==> src/rtl/jerk_pkg.sv <==
// Shared types, constants and helpers for the jerk counter stream monitor.
package jerk_pkg;

  typedef enum logic [1:0] {
    HUNT   = 2'd0,
    ACQ    = 2'd1,
    LOCKED = 2'd2
  } state_t;

  localparam logic [7:0] BASE_VAL   = 8'h01;
  localparam logic [7:0] FIRST_PEAK = 8'h02;
  localparam logic [7:0] LAST_PEAK  = 8'h80;
  localparam int         PERIOD     = 14;

  function automatic logic is_onehot(input logic [7:0] v);
    return (v != 8'h00) && ((v & (v - 8'd1)) == 8'h00);
  endfunction

  function automatic logic [2:0] log2_idx(input logic [7:0] v);
    logic [2:0] r;
    r = 3'd0;
    for (int i = 0; i < 8; i++) begin
      if (v[i]) r = 3'(i);
    end
    return r;
  endfunction

endpackage

==> src/rtl/jerk_expect.sv <==
// Next expected stream value: base after a peak, doubled peak after a base (wrapping 0x80 -> 0x02).
module jerk_expect
  import jerk_pkg::*;
(
  input  logic [7:0] i_peak,
  input  logic       i_expect_base,
  output logic [7:0] o_exp
);

  always_comb begin
    o_exp = BASE_VAL;
    if (i_expect_base) begin
      o_exp = (i_peak == LAST_PEAK) ? FIRST_PEAK : {i_peak[6:0], 1'b0};
    end
  end

endmodule

==> src/rtl/jerk_mon.sv <==
// Lock/track monitor for the period-14 jerk counter stream.
// Build option: define JERK_MON_RESYNC_EN to re-seed directly on a mismatching legal peak.
module jerk_mon
  import jerk_pkg::*;
#(
  parameter int LOCK_CNT = 4,
  parameter int ERR_W    = 8
) (
  input  logic             clk,
  input  logic             reset,
  input  logic             in_valid,
  input  logic [7:0]       count_in,
  output logic             locked,
  output logic             err,
  output logic [2:0]       idx,
  output logic             sweep_done,
  output logic [ERR_W-1:0] err_cnt,
  output logic [1:0]       dbg_state
);

  localparam logic [3:0] LC = 4'(LOCK_CNT);

  state_t           r_state, w_state_nxt;
  logic [3:0]       r_match_cnt, w_cnt_nxt, w_cnt_inc;
  logic [7:0]       r_peak, w_peak_nxt, w_exp;
  logic             r_expect_base, w_base_nxt;
  logic             w_legal, w_is_peak, w_match, w_resync;
  logic             w_err_nxt, w_sweep_nxt;
  logic             r_locked, r_err, r_sweep;
  logic [2:0]       r_idx;
  logic [ERR_W-1:0] r_err_cnt, w_err_cnt_nxt;

  jerk_expect u_expect (
    .i_peak        (r_peak),
    .i_expect_base (r_expect_base),
    .o_exp         (w_exp)
  );

  // Valid-only stream: count_in is consumed on every edge with in_valid=1; the source is never stalled.
  assign w_legal   = is_onehot(count_in);
  assign w_is_peak = w_legal && (count_in != BASE_VAL);
  assign w_match   = w_legal && (count_in == w_exp);
  assign w_cnt_inc = (r_match_cnt >= LC) ? LC : r_match_cnt + 4'd1;

`ifdef JERK_MON_RESYNC_EN
  assign w_resync = w_is_peak;
`else
  assign w_resync = 1'b0;
`endif

  always_ff @(posedge clk or negedge reset) begin
    if (!reset) begin
      r_state       <= HUNT;
      r_match_cnt   <= 4'd0;
      r_peak        <= 8'h00;
      r_expect_base <= 1'b0;
      r_locked      <= 1'b0;
      r_err         <= 1'b0;
      r_sweep       <= 1'b0;
      r_idx         <= 3'd0;
      r_err_cnt     <= '0;
    end else begin
      r_state       <= w_state_nxt;
      r_match_cnt   <= w_cnt_nxt;
      r_peak        <= w_peak_nxt;
      r_expect_base <= w_base_nxt;
      r_locked      <= (w_state_nxt == LOCKED);
      r_err         <= w_err_nxt;
      r_sweep       <= w_sweep_nxt;
      r_idx         <= log2_idx(w_peak_nxt);
      r_err_cnt     <= w_err_cnt_nxt;
    end
  end

  always_comb begin
    w_state_nxt = r_state;
    w_cnt_nxt   = r_match_cnt;
    w_peak_nxt  = r_peak;
    w_base_nxt  = r_expect_base;
    if (in_valid) begin
      case (r_state)
        HUNT: begin
          if (w_is_peak) begin
            w_state_nxt = ACQ;
            w_cnt_nxt   = 4'd1;
            w_peak_nxt  = count_in;
            w_base_nxt  = 1'b0;
          end
        end
        ACQ, LOCKED: begin
          if (w_match) begin
            if (count_in == BASE_VAL) begin
              w_base_nxt = 1'b1;
            end else begin
              w_peak_nxt = count_in;
              w_base_nxt = 1'b0;
            end
            if (r_state == ACQ) begin
              w_cnt_nxt = w_cnt_inc;
              if (w_cnt_inc == LC) w_state_nxt = LOCKED;
            end
          end else if (w_resync) begin
            w_state_nxt = ACQ;
            w_cnt_nxt   = 4'd1;
            w_peak_nxt  = count_in;
            w_base_nxt  = 1'b0;
          end else begin
            w_state_nxt = HUNT;
            w_cnt_nxt   = 4'd0;
          end
        end
        default: begin
          w_state_nxt = HUNT;
          w_cnt_nxt   = 4'd0;
        end
      endcase
    end
  end

  // A mismatch outranks 0x80, so sweep_done requires a match.
  always_comb begin
    w_err_nxt     = in_valid && (r_state == LOCKED) && !w_match;
    w_sweep_nxt   = in_valid && (r_state == LOCKED) && w_match && (count_in == LAST_PEAK);
    w_err_cnt_nxt = r_err_cnt;
    if (w_err_nxt && (r_err_cnt != {ERR_W{1'b1}})) begin
      w_err_cnt_nxt = r_err_cnt + ERR_W'(1);
    end
  end

  assign locked     = r_locked;
  assign err        = r_err;
  assign idx        = r_idx;
  assign sweep_done = r_sweep;
  assign err_cnt    = r_err_cnt;
  assign dbg_state  = r_state;

endmodule

==> config.mk <==
export PLATFORM = sky130hd
export DESIGN_NAME = jerk_mon
export DESIGN_NICKNAME = d
export VERILOG_FILES = /design/src/rtl/jerk_pkg.sv /design/src/rtl/jerk_expect.sv /design/src/rtl/jerk_mon.sv
export SDC_FILE = /design/constraint.sdc
export NUM_CORES = 1
export LEC_CHECK = 0
export BUFFER_PORTS_ARGS = -buffer_cell sky130_fd_sc_hd__buf_2
export CORE_ASPECT_RATIO = 0.9
export CORE_MARGIN = 3
export CORE_UTILIZATION = 35
export DETAILED_ROUTE_END_ITERATION = 6
export GPL_TIMING_DRIVEN = 0
export SYNTH_ARGS = -nofsm -noshare
export SYNTH_HDL_FRONTEND = slang
export SYNTH_HIERARCHICAL = 1
export SYNTH_SLANG_ARGS = --single-unit
==> constraint.sdc <==
create_clock -name clk -period 2.7 [get_ports clk]
set_input_delay 0.54 -clock clk [delete_from_list [all_inputs] [get_ports clk]]
set_output_delay 0.54 -clock clk [all_outputs]
set_load 0.005 [all_outputs]
==> impl_metrics.toml <==
[cts]
cts_sinks = 29
cts.clk_slew.worst_paths_ns = 0.06
clock_path_buffers = 2
htree_levels = 2
ctsHoldBuffers = 0
tritoncts = "yes"
cts_buffers = 5
insertion_delay_ns = 0.28
cts_root_buf = "clkbuf_8"

[power]
p_leak_nw = 1.04
power-per-cell-area_nw_per_um2 = 739
ir_worst_vdd_mv = 0.366

[synthesis]
synth_cell_types = 48
ys_seq_elements = 29
yosysSeqAreaShare = 0.407
synth_edf_count = 0
synthCells = 182
ys.flop_type = "dfrtp_1"
syn-num-nets = 199
yosys-top-cells-count = "29 x dfrtp_1, 17 x nand2_1, 12 x nor2_1"
synth_top_area_cell = "dfrtp_1"
yosys.area_share.simple = 0.225
synth_fa_ha_area_frac = 0.0421
synth_top_family_by_area = "simple AND/OR/NAND/NOR gates"
synth_area_um2 = 1780
yosysMostFrequentCell = "dfrtp_1"
yosysTopAreaCellShare = 0.407
async_flop_share = 1.00
yosysWarnings = 6
synth_xor_area_frac = 0.0786
yosys-top-cells-area = "dfrtp_1 41%, xor2_1 5.4%, ha_1 4.2%, and2_1 3.9%, nand2_1 3.6%"
synth_compound_area_frac = 0.202
syn_area_per_cell_um2 = 9.80
synthMuxAreaShare = 0.0126

[setup_path]
crit_path_end_kind = "register"
crit_buf_inv = 0
r2r_setup_slack_ns = 0.02
cp_max_fo = 8
cp-start-kind = "register"
r2r_start = "r_peak[1]"
path_class = "reg -> reg"
reg2regPathDepth = 10
rr_endpoint = "idx[0]"
critPathRequiredTime_ns = 2.86
crit_start = "r_peak[1]"
crit_family = "compound AO/OA/AOI/OAI gates"
crit_chain = "nor4b_2 -> a22o_1 -> xor2_1 -> nor4_2 -> nand2_1 -> nor2b_2 -> o211ai_4 -> a22o_1 -> a221o_1 -> o211a_1"
crit_cells = 10
crit_top_cell = "a22o_1"
cpPeakStageDelay_ns = 0.42
critPathArrivalTime_ns = 2.84
crit_slowest_cell = "dfrtp_1"
crit_end = "idx[0]"

[cells_and_area]
area_delta_synth_final_pct = 24.7
n_antenna_cell = 0
postLayoutCellArea_um2 = 2220
fillers = 465
nNetsFinal = 236
layout.cells.non_filler = 282
layout-drive-gt1-share = 0.295

[place]
place_area_um2 = 1970
place_congestion = 0.765
place_inst = 266
port_buffers = 22
dpl.hpwl_mm = 2.87
pre_cts_ws_ns = -0.425

[floorplan]
die_h_um = 73.7
io_pins = 27
die_w_um = 81.2
die-area_um2 = 5990
num_rows = 23
start_util = 0.380
core_um2 = 4690

[timing]
rsz0062_at_grt = "true"
max_slew_margin = 0.580
fmax_mhz = 373
layout_setup_ws_ns = 0.0207
setup_viol = 0
slew_violations = 0
finalHoldViolCount = 0
fin_crit_sh = 0.992
final.min_clock_period_ns = 2.68
tightestPinTransition_ns = 0.631
finClkSkew_ns = 0.00382

[grt]
grt_pass1_wl_mm = 7.06
grt_remaining_overflow = 0
grt_max_degree = 30
grt_usage = 0.154
antenna_found_initial = 0
grt_pass1_vias = 1478

[route]
antenna_left = 0
viasPerCell = 5.27
drt_iter0_drc = 45
drc_errors = 0
firstDrtPassIters = 4
vias = 1486
wire_per_inst_um = 14.4
drt_wl_total_mm = 4.05

[status]
status = "finished clean"

[run]
drv_cap = 0

[worst_hold_path]
hold_class = "in -> async"
-- worst min-delay path by stage --
stage | cells past startpoint | from | end
2_1_floorplan | 0 | reset | dbg_state[0]
3_3_place_gp | 2 | r_match_cnt[1] | r_match_cnt[1]
3_5_place_dp | 1 | err_cnt[5] | err_cnt[5]
4_1_cts | 1 | reset | r_peak[2]
5_1_grt | 1 | reset | err_cnt[1]
6_report | 1 | reset | r_peak[3]
-- registers in the layout (all words and copies together) (netlist names) --
name           cells
dbg_state          2
err                1
err_cnt            8
idx                3
locked             1
r_expect_base      1
r_match_cnt        4
r_peak             8
sweep_done         1
-- per-layer routing --
metal	share of wire	vias up	global-route usage
li1	-	740	-
met1	0.51	706	0.225
met2	0.43	34	0.220
met3	0.041	6	0.0343
met4	0.016	0	0.0563
met5	0	-	0
-- cells in the final DEF, fill, tap and decap left out, types with 2 or more instances in the layout --
master	n
a211oi_1	3
a21o_1	2
a21oi_1	5
a22o_1	7
a31oi_1	2
and2_1	10
and3_1	2
buf_2	24
buf_4	8
clkbuf_2	4
clkbuf_8	6
dfrtp_1	27
dfrtp_2	2
ha_1	6
inv_1	6
mux2_2	2
nand2_1	17
nand3_1	4
nand4_1	2
nor2_1	12
nor2b_1	3
nor3_1	2
nor4_2	3
nor4b_2	4
o211a_1	2
o21ai_0	9
o21bai_1	2
or4_1	3
xnor2_1	5
xor2_1	11
-- stage by stage --
| step | total power, W | hold slack, ns | TNS, ns | util |
|---|---|---|---|---|
| after floorplan | 0.000953 | 0.244 | 0 | - |
| after CTS | 0.00162 | 0.312 | 0 | 0.451 |
| after global placement | 0.00112 | 0.465 | -2.69 | 0.420 |
| after global routing | 0.00178 | 0.324 | -0.426 | 0.474 |
| after detailed placement | 0.00113 | 0.485 | -3.38 | 0.420 |
| final | 0.00164 | 0.280 | 0 | 0.474 |
-- final cells by class --
cell class                      instances  area (um^2)  share of cell area
Tap cell                               62         77.6              0.0349
Timing Repair Buffer                   31          175              0.0788
Sequential cell                        29          728               0.328
Clock inverter                          1         30.0              0.0135
Multi-Input combinational cell        140         1070               0.480
Clock buffer                            7         86.3              0.0388
Inverter                                6         22.5              0.0101
Buffer                                  6         36.3              0.0163
-- timing repair --
item                       in CTS  in global routing
setup buffers                   2                  7
pin swaps                       1                 11
resized for setup               5                 16
setup endpoints to repair       7                  7
-- logic make-up after synthesis --
group                      Yosys count
adders and majority gates            6
DFF                                 29
muxes                                2
and+or+nand+nor                     71
xor gates and xnor gates            16
buffers and inverters               13
AOI/OAI and AO/OA                   45
-- power breakdown --
group / internal (W) / switching, W / total, W
logic: 0.000272 / 0.000278 / 0.000550
registers: 0.000534 / 0.0000952 / 0.000630
clock network: 0.000300 / 0.000164 / 0.000465
Note: power is estimated with default switching activity, not from simulation.
